[config.mk]
export PLATFORM = sky130hd
export DESIGN_NAME = fp_mult_li_initiator_flat
export DESIGN_NICKNAME = d
export VERILOG_FILES = /design/src/rtl/fp_mult_li_initiator_if.sv /design/src/rtl/fp_mult_li_initiator.sv /design/src/flat_wrapper.sv
export SDC_FILE = /design/constraint.sdc
export NUM_CORES = 2
export LEC_CHECK = 0
export BUFFER_PORTS_ARGS = -buffer_cell sky130_fd_sc_hd__buf_4
export CAP_MARGIN = 25
export CORE_MARGIN = 5
export CORE_UTILIZATION = 61
export CTS_CLUSTER_DIAMETER = 60
export DETAILED_ROUTE_END_ITERATION = 10
export PLACE_DENSITY = 0.79
export SLEW_MARGIN = 20
export SYNTH_ARGS = -nofsm -noshare
export SYNTH_HDL_FRONTEND = slang
export SYNTH_SLANG_ARGS = --single-unit
[constraint.sdc]
create_clock -name clk -period 7.3 [get_ports clk]
set_input_delay 1.095 -clock clk [delete_from_list [all_inputs] [get_ports clk]]
set_output_delay 1.095 -clock clk [all_outputs]
set_load 0.02 [all_outputs]
[src/rtl/fp_mult_li_initiator_if.sv]
// Ready-valid link between the multiplier initiator and any LI multiplier
// responder: operand channel (m_*) and result channel (s_*).
interface fp_mult_li_initiator_if;
  logic [31:0] m_a;
  logic [31:0] m_b;
  logic        m_valid;
  logic        m_ready;
  logic [31:0] s_result;
  logic        s_exception;
  logic        s_overflow;
  logic        s_underflow;
  logic        s_valid;
  logic        s_ready;

  modport master (
    output m_a, m_b, m_valid, s_ready,
    input  m_ready, s_result, s_exception, s_overflow, s_underflow, s_valid
  );

  modport slave (
    input  m_a, m_b, m_valid, s_ready,
    output m_ready, s_result, s_exception, s_overflow, s_underflow, s_valid
  );
endinterface

[src/rtl/fp_mult_li_initiator.sv]
// Initiator for the LI floating-point multiplier: streams buffered operand
// pairs to a responder under a credit limit and collects in-order results.
module fp_mult_li_initiator #(
  parameter int DEPTH           = 16,
  parameter int MAX_OUTSTANDING = 8,
  localparam int AW             = $clog2(DEPTH)
) (
  input  logic                          clk,
  input  logic                          reset_n,
  // host load / control
  input  logic                          ld_en,
  input  logic [AW-1:0]                 ld_addr,
  input  logic [31:0]                   ld_a,
  input  logic [31:0]                   ld_b,
  input  logic                          start,
  input  logic [AW:0]                   num_ops,
  input  logic                          sink_stall,
  output logic                          busy,
  output logic                          done,
  output logic [7:0]                    exc_count,
  // responder link
  fp_mult_li_initiator_if.master        bus,
  // result readback
  input  logic [AW-1:0]                 rd_addr,
  output logic [31:0]                   rd_result,
  output logic [2:0]                    rd_flags
);

  typedef enum logic [1:0] {IDLE, RUN, DRAIN, DONE} state_t;

  localparam int             IFW     = $clog2(MAX_OUTSTANDING + 1);
  localparam logic [IFW-1:0] MAXO    = IFW'(MAX_OUTSTANDING);
  localparam logic [AW:0]    DEPTH_C = (AW+1)'(DEPTH);

  // operand and result storage; contents are don't-care after reset
  logic [31:0] op_a    [DEPTH];
  logic [31:0] op_b    [DEPTH];
  logic [31:0] res_mem [DEPTH];
  logic [2:0]  flg_mem [DEPTH];

  state_t         state;
  logic [AW:0]    n_ops, issue_idx, recv_idx;
  logic [IFW-1:0] in_flight;
  logic [7:0]     exc_q;
  logic           mv_q, busy_q, done_q;
  logic [31:0]    ma_q, mb_q;

  logic        active, s_rdy, rx, acc, slot_free, present, last_acc;
  logic [AW:0] recv_nxt, n_clamp;

  // handshake and credit decode
  always_comb begin
    active    = (state == RUN) || (state == DRAIN);
    s_rdy     = active && !sink_stall && (in_flight != '0);
    rx        = bus.s_valid && s_rdy;
    acc       = mv_q && bus.m_ready;
    slot_free = !mv_q || bus.m_ready;
    // credit is judged on the pre-update count, so a same-cycle result
    // does not free a slot until the next cycle
    present   = (state == RUN) && slot_free && (issue_idx != n_ops) &&
                (in_flight < MAXO);
    // the pair being accepted is the last one once issue_idx hit n_ops
    last_acc  = acc && (issue_idx == n_ops);
    recv_nxt  = recv_idx + {{AW{1'b0}}, rx};
    n_clamp   = (num_ops > DEPTH_C) ? DEPTH_C : num_ops;
  end

  // run sequencing, operand issue, credit and exception bookkeeping
  always_ff @(posedge clk or negedge reset_n) begin
    if (!reset_n) begin
      state     <= IDLE;
      n_ops     <= '0;
      issue_idx <= '0;
      recv_idx  <= '0;
      in_flight <= '0;
      exc_q     <= '0;
      mv_q      <= 1'b0;
      ma_q      <= '0;
      mb_q      <= '0;
      busy_q    <= 1'b0;
      done_q    <= 1'b0;
    end else begin
      case (state)
        IDLE: begin
          if (start) begin
            n_ops     <= n_clamp;
            issue_idx <= '0;
            recv_idx  <= '0;
            in_flight <= '0;
            exc_q     <= '0;
            busy_q    <= 1'b1;
            if (n_clamp == '0) begin
              state  <= DONE;
              done_q <= 1'b1;
            end else begin
              state  <= RUN;
            end
          end
        end

        RUN, DRAIN: begin
          // operand slot: load a fresh pair or retire the accepted one
          if (present) begin
            mv_q      <= 1'b1;
            ma_q      <= op_a[issue_idx[AW-1:0]];
            mb_q      <= op_b[issue_idx[AW-1:0]];
            issue_idx <= issue_idx + 1'b1;
          end else if (acc) begin
            mv_q      <= 1'b0;
          end

          case ({present, rx})
            2'b10:   in_flight <= in_flight + 1'b1;
            2'b01:   in_flight <= in_flight - 1'b1;
            default: in_flight <= in_flight;
          endcase

          if (rx) begin
            recv_idx <= recv_nxt;
            if (bus.s_exception && (exc_q != 8'hFF))
              exc_q <= exc_q + 8'd1;
          end

          // finish as soon as the last result lands so done follows it
          // by exactly one edge
          if (state == RUN) begin
            if (last_acc) begin
              if (recv_nxt == n_ops) begin
                state  <= DONE;
                done_q <= 1'b1;
              end else begin
                state  <= DRAIN;
              end
            end
          end else if (recv_nxt == n_ops) begin
            state  <= DONE;
            done_q <= 1'b1;
          end
        end

        DONE: begin
          state  <= IDLE;
          done_q <= 1'b0;
          busy_q <= 1'b0;
        end

        default: state <= IDLE;
      endcase
    end
  end

  // host operand writes (IDLE only) and result capture
  always_ff @(posedge clk) begin
    if ((state == IDLE) && ld_en) begin
      op_a[ld_addr] <= ld_a;
      op_b[ld_addr] <= ld_b;
    end
    if (rx) begin
      res_mem[recv_idx[AW-1:0]] <= bus.s_result;
      flg_mem[recv_idx[AW-1:0]] <= {bus.s_exception, bus.s_overflow,
                                    bus.s_underflow};
    end
  end

  assign busy        = busy_q;
  assign done        = done_q;
  assign exc_count   = exc_q;
  assign bus.m_valid = mv_q;
  assign bus.m_a     = ma_q;
  assign bus.m_b     = mb_q;
  assign bus.s_ready = s_rdy;
  assign rd_result   = res_mem[rd_addr];
  assign rd_flags    = flg_mem[rd_addr];

endmodule

[src/flat_wrapper.sv]
// flat-port wrapper written by rule: the top's interface ports become plain ports
module fp_mult_li_initiator_flat 
#(
  parameter int DEPTH           = 16,
  parameter int MAX_OUTSTANDING = 8,
  localparam int AW             = $clog2(DEPTH)
)
  (clk, reset_n, ld_en, ld_addr, ld_a, ld_b, start, num_ops, sink_stall, busy, done, exc_count, rd_addr, rd_result, rd_flags, bus_m_a, bus_m_b, bus_m_valid, bus_s_ready, bus_m_ready, bus_s_result, bus_s_exception, bus_s_overflow, bus_s_underflow, bus_s_valid);
  fp_mult_li_initiator_if bus_i ();
  input  logic clk;
  input  logic reset_n;
  input  logic ld_en;
  input  logic [AW-1:0] ld_addr;
  input  logic [31:0] ld_a;
  input  logic [31:0] ld_b;
  input  logic start;
  input  logic [AW:0] num_ops;
  input  logic sink_stall;
  output logic busy;
  output logic done;
  output logic [7:0] exc_count;
  input  logic [AW-1:0] rd_addr;
  output logic [31:0] rd_result;
  output logic [2:0] rd_flags;
  output wire logic [$bits(bus_i.m_a)-1:0] bus_m_a;
  output wire logic [$bits(bus_i.m_b)-1:0] bus_m_b;
  output wire logic [$bits(bus_i.m_valid)-1:0] bus_m_valid;
  output wire logic [$bits(bus_i.s_ready)-1:0] bus_s_ready;
  input wire logic [$bits(bus_i.m_ready)-1:0] bus_m_ready;
  input wire logic [$bits(bus_i.s_result)-1:0] bus_s_result;
  input wire logic [$bits(bus_i.s_exception)-1:0] bus_s_exception;
  input wire logic [$bits(bus_i.s_overflow)-1:0] bus_s_overflow;
  input wire logic [$bits(bus_i.s_underflow)-1:0] bus_s_underflow;
  input wire logic [$bits(bus_i.s_valid)-1:0] bus_s_valid;
  assign bus_m_a = bus_i.m_a;
  assign bus_m_b = bus_i.m_b;
  assign bus_m_valid = bus_i.m_valid;
  assign bus_s_ready = bus_i.s_ready;
  assign bus_i.m_ready = bus_m_ready;
  assign bus_i.s_result = bus_s_result;
  assign bus_i.s_exception = bus_s_exception;
  assign bus_i.s_overflow = bus_s_overflow;
  assign bus_i.s_underflow = bus_s_underflow;
  assign bus_i.s_valid = bus_s_valid;
  fp_mult_li_initiator #(.DEPTH(DEPTH), .MAX_OUTSTANDING(MAX_OUTSTANDING)) u_core (.clk(clk), .reset_n(reset_n), .ld_en(ld_en), .ld_addr(ld_addr), .ld_a(ld_a), .ld_b(ld_b), .start(start), .num_ops(num_ops), .sink_stall(sink_stall), .busy(busy), .done(done), .exc_count(exc_count), .bus(bus_i), .rd_addr(rd_addr), .rd_result(rd_result), .rd_flags(rd_flags));
endmodule
==> run_results.csv <==
group,metric,value,unit
routing,drtIter0Drc,4229,
timing,drv_slew,0,
placed_design,globalplace.congestion,0.769,
synthesis,netlist_area,0.0634,sq mm
pwr,power_leakage,22.9,nW
timing,setup_viol_count_final,0,
synthesis,synthTopCellsByArea,"edfxtp_1 75%, mux4_2 15%, dfrtp_1 3.8%",
timing,min_period,4.80,ns
critical_path,crit_path_frequent_cell,"buf_4",
synthesis,ys.warnings.count,0,
synthesis,ys_seq_elements,1680,
clocking,post-cts-setup-buffer-count,0,
cells_and_area,nNetsFinal,3185,
floorplanning,fp.dieArea,0.110,sq mm
placed_design,place_ws,2.42,ns
status,status,"completed",
floorplanning,die_x,332,microns
floorplanning,core_area,0.103,sq mm
timing,worst_slack,2.50,ns
pwr,power_density,267,mW/mm^2
pwr,p_comb_frac,0.022,
cells_and_area,stdcell_count,4579,
critical_path,worstPathRequired,6.20,ns
cells_and_area,nFillCells,5809,
critical_path,slowest_delay,0.69,ns
pwr,seqPwrFrac,0.546,
floorplanning,rows,118,
global_routing,grt_pass1_vias,32800,
pwr,ir_drop,0.000240,V
synthesis,seq_area_frac_synth,0.788,
placed_design,numPlacedInstances,4267,
synthesis,synth.distinct_cells,58,
placed_design,placed_area,0.0668,sq mm
run,drv_cap,0,
routing,drc,0,
pwr,p_total,19.3,mW
placed_design,dp_hpwl,74500,microns
floorplanning,initial_core_util,0.613,
synthesis,syn-instance-count,2751,
synthesis,ys.flop_type,"edfxtp_1",
timing,fin_worst_skew,0.0308,ns
clocking,clkTransAtPathRegs,0.06,ns
timing,hold-worst-slack,0.467,ns
global_routing,grt_first_pass_wirelength,225000,microns
critical_path,cp_cell_sequence,"buf_4, buf_4, mux4_2, mux4_2, buf_4",
pwr,p_clk_frac,0.431,
timing,final_hold_viol_count,0,
clocking,cts_resized,0,
clocking,cts_tree,"built",
placed_design,portBuffers,229,
clocking,cts_hold_buf,0,
timing,finalCritPeriodShare,0.657,
critical_path,critPathArrivalTime,3.70,ns
synthesis,synthArstFlopShare,0.0571,
routing,avgViaCountPerCell,6.82,
pwr,power_switching,3.81,mW
timing,worst_slew_pin_slew,1.09,ns
clocking,cts_buffers,163,
routing,vias,31200,
clocking,cts_sinks,1680,
routing,wl_per_cell,33.8,microns
routing,firstDrtPassIters,6,
synthesis,synth_edf_count,1584,
pwr,p_int,15.5,mW
critical_path,cp_max_fo,61,
worst_hold_path,hp-class,"input pin to async pin",
clocking,worstSkewPairLatency,0.77,ns
routing,ant_nets,0,
timing,max_freq,208,MHz
synthesis,yosys.area.top_type,"edfxtp_1",
synthesis,syn_nets,2883,
synthesis,synthDominantCellAreaShare,0.750,
global_routing,grtUsageTotal,0.281,
cells_and_area,drive_gt1_frac,0.313,
clocking,cts_root_buf,"clkbuf_16",
synthesis,avgSynthCellArea,23.0,sq um
global_routing,grt_max_degree,119,
critical_path,r2r_cells,7,
routing,wirelength,155000,microns
global_routing,grt_overflow_total,0,
critical_path,worstSetupPathType,"input pin to primary output",
timing,slew_headroom,0.273,
critical_path,end_kind,"primary output",
timing,grt_setup_unrepaired,"no",
global_routing,antenna_found_initial,17,
critical_path,slowest_stage,"buf_4",
pwr,swShare,0.198,
clocking,clk_path_buf_depth,3,
floorplanning,die_y,332,microns
clocking,cts.htree.levels,4,
cells_and_area,fin_area,0.0722,sq mm
timing,fin_tns_setup,0,ns
cells_and_area,syn2layout_area_growth,13.8,%
cells_and_area,multi_input_area,0.0129,sq mm
cells_and_area,fin_util,0.698,
critical_path,start_kind,"input pin",
floorplanning,ios,230,
cells_and_area,register_area,0.0500,sq mm
[registers in the layout (all words and copies together) (netlist names)]
signal / flops
u_core.bus.m_valid: 1
u_core.busy: 1
u_core.n_ops: 5
u_core.op_b: 512
u_core.issue_idx: 5
u_core.in_flight: 4
u_core.op_a: 512
u_core.res_mem: 512
u_core.bus.m_b: 32
u_core.exc_count: 8
u_core.recv_idx: 5
u_core.flg_mem: 48
u_core.state: 2
u_core.done: 1
u_core.bus.m_a: 32
[synthesized netlist by cell type (all sizes together), types with 2 or more instances]
library cell / n
o211ai: 2
nor3: 14
buf: 94
o22ai: 129
inv: 8
a211oi: 2
and3: 3
nand2b: 12
a21oi: 10
mux2: 3
a22oi: 3
xor2: 5
o21ai: 27
o31ai: 64
nand2: 93
nand4: 3
nand3: 9
nand3b: 4
nor4: 5
a22o: 3
ha: 12
or4: 2
mux2i: 6
clkbuf: 59
or3: 10
or2: 2
xnor2: 8
edfxtp: 1584
a31oi: 2
nor2: 28
mux4: 431
and2: 2
dfrtp: 96
[power by group through the flow]
stage	clock network, mW	logic [mW]	registers [mW]
after floorplan	0	0.182	10.7
after global placement	0	0.390	10.7
after detailed placement	0	0.421	10.7
after CTS	8.41	0.429	10.5
after global routing	8.87	0.460	10.5
final	8.32	0.427	10.5
[kinds of logic (layout without fill, tap and decap cells)]
kind of cell	Yosys count	count (layout)	share of synthesized area
buffers and inverters	161	597	0.0123
DFF	1680	1680	0.788
muxes	440	440	0.155
AOI/OAI and AO/OA	252	252	0.0263
adders and majority gates	13	13	0.00268
and+or+nand+nor	192	192	0.0142
other	0	12	0
xor gates and xnor gates	13	13	0.00180
[layer usage]
metal  GRT usage  vias up  part of all wire
li1            -    12400                 -
met1       0.364    16500              0.35
met2       0.483     2096              0.52
met3      0.0618      313             0.096
met4      0.0937        8             0.032
met5           0        -           0.00030
[final timing paths]
kind	startpoint	endpoint	slack [ns]
min in group clk	u_core.bus.m_a[10]	u_core.bus.m_a[10]	0.49
worst min-delay path	reset_n	u_core.bus.m_a[22]	0.47
worst max-delay path	rd_addr[1]	rd_result[21]	2.50
max in group asynchronous	reset_n	u_core.issue_idx[2]	5.28
worst max register to register	u_core.issue_idx[1]	u_core.bus.m_a[3]	3.65
worst min register to register	u_core.bus.m_a[10]	u_core.bus.m_a[10]	0.49
[final cells by class]
class | count | share of cell area
timing repair buffer | 290 | 0.0310
tap | 1380 | 0.0239
antenna | 12 | 0.000416
clock inverter | 67 | 0.00988
multi-input combinational | 910 | 0.179
clock buffer | 232 | 0.0631
sequential | 1680 | 0.693
inverter | 8 | 0.000416
[critical path, delay by kind of cell]
kind                   cells  cell delay, ns
buffers and inverters      3            1.55
multiplexers               2            1.01
[cells in the final DEF (no fill, tap or decap), types with 12 or more instances in the layout]
master,synthesis,final
clkinv_2,0,14
clkbuf_16,0,169
nor2_1,28,13
ha_1,12,12
buf_4,3,286
mux4_2,431,431
clkbuf_1,59,54
nor2_4,0,15
dfrtp_1,96,93
o22ai_1,129,129
diode_2,0,12
o31ai_1,64,64
o21ai_1,15,15
edfxtp_1,1584,1584
clkinv_1,0,17
nand2_1,93,92
(Power assumes the default switching activity.)
